File: src/rtl/pwm_step_sequencer.sv
// pwm_step_sequencer: plays a programmable duty table into the PWM generator, one entry per step.
// Optional SEQ_LENGTH_EN adds a seq_len input that shortens the playback loop.
module pwm_step_sequencer #(
    parameter int PWM_INTERVAL   = 1200,
    parameter int NUM_STEPS      = 8,
    parameter int STEP_INTERVALS = 2500,
    localparam int VW = $clog2(PWM_INTERVAL),
    localparam int AW = $clog2(NUM_STEPS),
    localparam int SW = STEP_INTERVALS > 1 ? $clog2(STEP_INTERVALS) : 1
) (
    input  logic          clk,
    input  logic          rst,
`ifdef SEQ_LENGTH_EN
    input  logic [AW:0]   seq_len,
`endif
    input  logic          run,
    input  logic          wr_en,
    input  logic [AW-1:0] wr_addr,
    input  logic [VW-1:0] wr_data,
    output logic [VW-1:0] pwm_value,
    output logic [AW-1:0] step_idx,
    output logic          step_tick,
    output logic          running
);
    typedef enum logic {IDLE, RUN} state_t;
    state_t state_q, state_d;
    logic [VW-1:0] tbl_q [NUM_STEPS];
    logic [VW-1:0] tbl_d [NUM_STEPS];
    logic [VW-1:0] icnt_q, icnt_d, pwm_value_q, pwm_value_d;
    logic [SW-1:0] scnt_q, scnt_d;
    logic [AW-1:0] step_idx_q, step_idx_d, nxt_idx;
    logic          step_tick_q, step_tick_d;
    logic          boundary, step_end;
    assign boundary = icnt_q == VW'(PWM_INTERVAL - 1);
    assign step_end = boundary && scnt_q == SW'(STEP_INTERVALS - 1);
`ifdef SEQ_LENGTH_EN
    logic [AW:0] len;
    assign len     = (seq_len == '0 || seq_len > (AW+1)'(NUM_STEPS)) ? (AW+1)'(NUM_STEPS) : seq_len;
    assign nxt_idx = ({1'b0, step_idx_q} + 1'b1 >= len) ? '0 : step_idx_q + 1'b1;
`else
    assign nxt_idx = step_idx_q + 1'b1;
`endif
    always_ff @(posedge clk or posedge rst) begin
        if (rst) state_q <= IDLE;
        else     state_q <= state_d;
    end
    always_comb begin
        state_d = (state_q == IDLE) ? (run ? RUN : IDLE) : ((boundary && !run) ? IDLE : RUN);
    end
    // Table reads use tbl_q, so a same-cycle write to the loaded entry is not seen.
    always_comb begin
        tbl_d = tbl_q;
        if (wr_en) tbl_d[wr_addr] = wr_data;
        icnt_d      = '0;
        scnt_d      = '0;
        pwm_value_d = pwm_value_q;
        step_idx_d  = step_idx_q;
        step_tick_d = 1'b0;
        if (state_q == RUN) begin
            if (boundary && !run) begin
                pwm_value_d = '0;
                step_idx_d  = '0;
            end else begin
                icnt_d = boundary ? '0 : icnt_q + 1'b1;
                scnt_d = boundary ? (step_end ? '0 : scnt_q + 1'b1) : scnt_q;
                if (step_end) begin
                    step_idx_d  = nxt_idx;
                    pwm_value_d = tbl_q[nxt_idx];
                    step_tick_d = 1'b1;
                end
            end
        end else if (run) begin
            pwm_value_d = tbl_q[0];
            step_idx_d  = '0;
            step_tick_d = 1'b1;
        end
    end
    always_ff @(posedge clk or posedge rst) begin
        if (rst) begin
            tbl_q       <= '{default: '0};
            icnt_q      <= '0;
            scnt_q      <= '0;
            pwm_value_q <= '0;
            step_idx_q  <= '0;
            step_tick_q <= 1'b0;
        end else begin
            tbl_q       <= tbl_d;
            icnt_q      <= icnt_d;
            scnt_q      <= scnt_d;
            pwm_value_q <= pwm_value_d;
            step_idx_q  <= step_idx_d;
            step_tick_q <= step_tick_d;
        end
    end
    assign pwm_value = pwm_value_q;
    assign step_idx  = step_idx_q;
    assign step_tick = step_tick_q;
    assign running   = state_q == RUN;
endmodule

File: config.mk
export PLATFORM = sky130hd
export DESIGN_NAME = pwm_step_sequencer
export DESIGN_NICKNAME = d
export VERILOG_FILES = /design/src/rtl/pwm_step_sequencer.sv
export SDC_FILE = /design/constraint.sdc
export NUM_CORES = 1
export LEC_CHECK = 0
export ABC_AREA = 1
export BUFFER_PORTS_ARGS = -buffer_cell sky130_fd_sc_hd__buf_2
export CELL_PAD_IN_SITES_DETAIL_PLACEMENT = 1
export CELL_PAD_IN_SITES_GLOBAL_PLACEMENT = 1
export CORE_MARGIN = 10
export CORE_UTILIZATION = 35
export DETAILED_ROUTE_END_ITERATION = 8
export HOLD_SLACK_MARGIN = 0.02
export MAX_ROUTING_LAYER = met4
export PLACE_DENSITY = 0.76
export SYNTH_ARGS = -nofsm -noshare
export SYNTH_HDL_FRONTEND = slang
export SYNTH_SLANG_ARGS = --single-unit
File: constraint.sdc
create_clock -name clk -period 4.9 [get_ports clk]
set_input_delay 0.245 -clock clk [delete_from_list [all_inputs] [get_ports clk]]
set_output_delay 0.245 -clock clk [all_outputs]
set_load 0.03 [all_outputs]
## Yosys cells after proc, flatten, opt, wreduce, memory -nomap -nowiden

Cells that the tools add are included.

| operators by class | value |
|---|---|
| mux-type cells | 27 |
| bitwise operators | 2 |
| reductions and logical operators | 6 |
| $lt $le $gt $ge | 3 |
| add/sub/neg operators | 3 |
| eq/ne operators | 4 |

Operator list:

| cell | count |
|---|---|
| 11-bit two-way mux | 10 |
| 88-bit bitwise mux | 1 |
| 12-bit two-way mux | 4 |
| 11-bit binary-select mux with 3-bit select | 1 |
| 11-bit demux with 3-bit select | 1 |
| 12-bit by 1-bit adder with 12-bit output, second input constant | 1 |
| 12-bit == test, second input constant | 1 |
| 3-bit two-way mux | 4 |
| 11-bit by 1-bit adder with 11-bit output, second input constant | 1 |
| 11-bit == test, second input constant | 1 |
| 4-bit greater-or-equal comparator, second input constant | 2 |
| 3-bit NOT with 4-bit output | 2 |
| 1-bit two-way mux | 6 |
| 3-bit by 1-bit inequality test with 1-bit output, second input constant | 2 |
| 4-bit by 1-bit < comparator with 1-bit output, second input constant | 1 |
| 3-bit by 1-bit adder with 3-bit output, second input constant | 1 |
| 1-bit logical AND | 3 |
| 2-bit AND reduction | 1 |
| 2-bit nonzero test | 1 |
| 1-bit zero test | 1 |

| word-level totals | value |
|---|---|
| flip-flop bits (word level) | 127 |
| output and inout bits | 16 |

## Longest topological paths before layout

| logic depth | value |
|---|---|
| word-level depth | 8 |
| gate-level depth with buffers | 11 |
| gate-level depth less buffers | 11 |

## Worst setup path after synthesis

OpenSTA, ideal clock, no wires.

| timing path | value |
|---|---|
| kind | flip-flop to flip-flop |
| start | reg step_idx_q[0], in the netlist step_idx[0] |
| end | reg pwm_value_q[0], in the netlist pwm_value[0] |
| setup time | 65 ps |
| cell stages (with the launch flop) | 11 |
| setup slack | 3181 ps |
| arrival | 1654 ps |
| buffers on the path | 1 |
| cell sequence | dfrtp_1 > ha_1 > clkbuf_1 > nand3_1 > nand2_1 > nand2_1 > nand2_1 > nand2_1 > nand2_1 > nand2_1 > nand2_1 |

| on the way | value |
|---|---|
| word-level cells in the longest chain between the ends | 8 |

RTL lines:

| what | line | text |
|---|---|---|
| start: declaration | 31 | `logic [AW-1:0] step_idx_q, step_idx_d, nxt_idx;` |
| start signal: assignment | 91 | `step_idx_q <= step_idx_d;` |
| 3-bit by 1-bit adder with 3-bit output | 41 | `assign nxt_idx = step_idx_q + 1'b1;` |
| 3-bit NOT with 4-bit output (not written as such) | 68 | `pwm_value_d = tbl_q[nxt_idx];` |
| 11-bit binary-select mux with 3-bit select | 68 |  |
| 11-bit two-way mux (not written as such) (2 in series) | 68 |  |
| 11-bit two-way mux | 66 | `if (step_end) begin` |
| 11-bit two-way mux | 60 | `if (boundary && !run) begin` |
| 11-bit two-way mux | 59 | `if (state_q == RUN) begin` |
| end signal: assignment | 90 | `pwm_value_q <= pwm_value_d;` |
| end: declaration | 29 | `logic [VW-1:0] icnt_q, icnt_d, pwm_value_q, pwm_value_d;` |

Every way passes these cells. The select of a mux whose other input is x is not followed.
A chain may end at the register's enable or synchronous reset.

## Final worst setup path

| timing path | value |
|---|---|
| start | reg step_idx_q[1], in the netlist step_idx[1] |
| end | reg pwm_value_q[1], in the netlist pwm_value[1] |

Same word-level chain as after synthesis.

==> results.md <==
* Outcome: finished, final reports clean
* Overall routed net length at 17820 um
* Post-DR wirelength/cell at 15.49 um
* Switching Power at 0.8052 mW
* Antenna violation net count after detailed routing at 0
* Xor-xnor portion of the synthesized cell area at 0.006805
* Main combinational cell family by area after synthesis: simple AND/OR/NAND/NOR gates
* Fraction of layout instances using a drive strength above 1 at 0.09761
* Final-stage net count at between 900 and 1k
* Final weighted congestion in routability-driven placement at 0.8129
* Vias in the first global route at 6091
* Worst-path fanout max at 24
* Number of failing hold endpoints at the final stage at 0
* CTS tree: built
* Placement-stage cell area at 0.006739 mm^2
* Sequential Power Share at 0.438
* Portion of the post-synthesis area used by sequential elements at 0.4939
* Global-route usage over all layers at 0.1595
* Number of top-level pins at 34
* Clock input transition at the sequential cells of the worst setup and hold paths at 0.06 ns
* Row Count at 49
* Post-route minimum period at 2.757 ns
* Crit path capture type: register
* Core Region at roughly 0.018 mm^2
* Accumulated negative setup slack at 0 ns
* Worst endpoint required time at 5.21 ns
* Path category of the worst min-delay check: in2reg
* First-pass GRT wire length at 30350 um
* Detailed-route via count at 5601
* Gate Count Post-Synth at 891
* Design Power at about 2.9 mW
* Worst slew pin tran at 1.186 ns
* Height of the chip at 155.6 um
* Largest vdd supply drop at 0.2210 mV
* Number of port buffers at 33
* Clock root buffer: sky130_fd_sc_hd__clkbuf_16
* Total count of max-transition violations in the final report at 0
* Number of buffers on the longest clock path at 2
* Final cell count without fillers at 1151
* Cell count after placement at 1118
* Starting utilization of the core area at 0.3570
* Final hold slack at 0.05356 ns
* Area share of fa/ha/maj cells after synthesis at 0.005833
* Area fraction in and, or, nand and nor cells after synthesis at 0.3090
* Clock Sink Count at 127
* Max frequency at 362.7 MHz
* Leading cell types by total area after synthesis: sky130_fd_sc_hd__dfrtp_1 49%, sky130_fd_sc_hd__nand2_1 21%, sky130_fd_sc_hd__inv_1 7.2%, sky130_fd_sc_hd__o21ai_0 7.1%, sky130_fd_sc_hd__nand3_1 4.0%
* Critical path launch point type: register
* Unrepaired setup endpoints after global routing: false
* Remaining design rule violation count at 0
* Static Leakage at between 3 and 4 nW
* Register bit total from synthesis at between 100 and 150
* Number of maximum-capacitance constraint violations at 0
* Total number of yosys warnings at 0
* Compound-gate portion of the synthesized area at 0.08050
* H-tree levels at 4
* Cell-internal power at 2.091 mW
* Mean instance size in the synthesized netlist at 7.222 um^2
* Clock share of power at 0.443
* Critical path arrival at just over 3 ns
* Maximum number of pins on one net before global-route repair at 55
* Initial antenna violation count at 0
* X dimension of the die at around 160 um
* Startpoint-to-endpoint class of the critical path: reg2reg
* DP HPWL at roughly 12000 um
* Fin area at roughly 0.0073 mm^2
* Power Density at 394.2 mW/mm^2
* Mux cell area share after synthesis at 0
* Cell type with the largest total area after synthesis: sky130_fd_sc_hd__dfrtp_1
* Layout overhead on the synthesized area at 14.17%
* Antenna diode count at 0
* Switching Share at 0.2781
* Max Clock Skew at 0.009374 ns
* DRT iter0 DRCs at 275
* # resized after CTS at 0
* Number of different library cells in the post-synthesis netlist at 26
* Gr ovfl total at 0
* First-pass detailed-route iteration total at 4
* Clock latency of the later-clocked register in the worst-skew pair at around 0.42 ns
* DR vias/cell at slightly below 5
* Worst slew slack as a fraction of its limit at 0.2053
* Die Outline Area at 0.02421 mm^2
* Share of total power in combinational logic at 0.119
* Fraction of post-synthesis cell area in the top cell type by area at 0.4939
* Total CTS buffers at 17
* Syn_nets at 912
* Final period util at 0.5626
* Setup violation total in the final timing report at 0
* Cell area after synthesis at 0.006435 mm^2
## metal layers
layer	vias to the layer above	global-route usage	part of all wire
met5	-	-	0
met2	60	0.2778	0.51
met4	0	0.04278	0.012
met3	15	0.03336	0.026
met1	2775	0.1823	0.45
li1	2751	-	-
## power by group through the flow
stage | combinational (mW) | clock [mW] | sequential (mW)
after floorplan | 0.258 | 0 | 1.28
after global placement | 0.332 | 0 | 1.28
after detailed placement | 0.347 | 0 | 1.29
after CTS | 0.353 | 1.30 | 1.27
after global routing | 0.418 | 1.36 | 1.29
final | 0.345 | 1.28 | 1.27
## repair_timing
action | CTS | global route
setup buffers | 0 | 0
hold buffers | 1 | 0
hold endpoints to repair | 41 | 0
## kinds of logic after synthesis
kind of cell	Yosys count
AO/OA/AOI/OAI	102
flip-flops	127
XOR/XNOR	5
buffers and inverters	168
adder cells (fa/ha/maj)	3
AND/OR/NAND/NOR	486
## synthesized netlist by cell type
cell and instances:
sky130_fd_sc_hd__nand2_1 364, sky130_fd_sc_hd__dfrtp_1 127, sky130_fd_sc_hd__inv_1 124, sky130_fd_sc_hd__o21ai_0 91
sky130_fd_sc_hd__nand3_1 52, sky130_fd_sc_hd__nor2_1 39, sky130_fd_sc_hd__clkbuf_1 27, sky130_fd_sc_hd__nor3_1 10
sky130_fd_sc_hd__nand4_1 8, sky130_fd_sc_hd__a21oi_1 7, sky130_fd_sc_hd__buf_2 7, sky130_fd_sc_hd__inv_2 5
sky130_fd_sc_hd__nand2_2 4, sky130_fd_sc_hd__xor2_1 4, sky130_fd_sc_hd__buf_6 3, sky130_fd_sc_hd__ha_1 3
sky130_fd_sc_hd__nand2_4 3, sky130_fd_sc_hd__nor2_4 3, sky130_fd_sc_hd__buf_4 2, sky130_fd_sc_hd__nor2_2 2
sky130_fd_sc_hd__a21oi_2 1, sky130_fd_sc_hd__a31oi_1 1, sky130_fd_sc_hd__nor3_2 1, sky130_fd_sc_hd__o21ai_1 1
sky130_fd_sc_hd__o21bai_1 1, sky130_fd_sc_hd__xnor2_1 1
## registers in the layout, summed over array words and instances (netlist names)
signal and cells:
tbl_q 88, scnt_q 12, icnt_q 11, pwm_value 11
step_tick 1, step_idx 3, running 1
## metrics by stage
stage,util,worst slack (ns)
floorplan,-,1.271
global placement,0.3739,2.200
detailed placement,0.3739,2.195
CTS,0.4076,2.094
global route,0.4076,1.925
finish,0.4076,2.143
## area by class of cell
type | instances | area (um^2)
clock buffer | 18 | 439.2
inverter | 129 | 486.7
tap | 229 | 286.5
clock inverter | 14 | 158.9
fill | 2276 | 10680
sequential | 127 | 3178
timing repair buffer | 38 | 205.2
multi-input combinational | 596 | 2592
## final timing paths
kind | startpoint | end | slack [ns] | cells past startpoint
worst min-delay path | wr_data[5] | tbl_q[5] | 0.05 | 3
worst min register to register | icnt_q[0] | icnt_q[0] | 0.47 | 1
min in group asynchronous | rst | tbl_q[13] | 0.45 | 3
max in group asynchronous | rst | tbl_q[25] | 3.31 | 4
worst max register to register | step_idx[1] | pwm_value[1] | 2.14 | 10
worst max-delay path | step_idx[1] | pwm_value[1] | 2.14 | 10
## placed cells by master (no fill, tap or decap), types with 2 or more instances in the layout
cell,instances
sky130_fd_sc_hd__nor3_2,2
sky130_fd_sc_hd__nand2_1,364
sky130_fd_sc_hd__inv_6,3
sky130_fd_sc_hd__o21ai_0,91
sky130_fd_sc_hd__clkinvlp_4,2
sky130_fd_sc_hd__ha_1,3
sky130_fd_sc_hd__buf_2,33
sky130_fd_sc_hd__clkinv_4,6
sky130_fd_sc_hd__nor2_2,2
sky130_fd_sc_hd__nor2_1,39
sky130_fd_sc_hd__buf_4,4
sky130_fd_sc_hd__nor2_4,3
sky130_fd_sc_hd__dfrtp_1,127
sky130_fd_sc_hd__nand2_4,3
sky130_fd_sc_hd__nor3_1,9
sky130_fd_sc_hd__xor2_1,4
sky130_fd_sc_hd__bufinv_16,2
sky130_fd_sc_hd__clkbuf_16,17
sky130_fd_sc_hd__nand3_1,52
sky130_fd_sc_hd__a21oi_1,7
sky130_fd_sc_hd__nand2_2,4
sky130_fd_sc_hd__inv_1,123
sky130_fd_sc_hd__inv_2,5
sky130_fd_sc_hd__nand4_1,8
## worst max-delay path, cell delays in order, from the launching register on
cell and delay (ns):
sky130_fd_sc_hd__dfrtp_1 0.39, sky130_fd_sc_hd__ha_1 0.85, sky130_fd_sc_hd__inv_1 0.62, sky130_fd_sc_hd__nand3_1 0.26, sky130_fd_sc_hd__nand2_1 0.10, sky130_fd_sc_hd__nand2_1 0.08
sky130_fd_sc_hd__nand2_1 0.06, sky130_fd_sc_hd__nand2_1 0.07, sky130_fd_sc_hd__nand2_1 0.07, sky130_fd_sc_hd__nand2_1 0.06, sky130_fd_sc_hd__nand2_1 0.05
(Power assumes the default switching activity.)
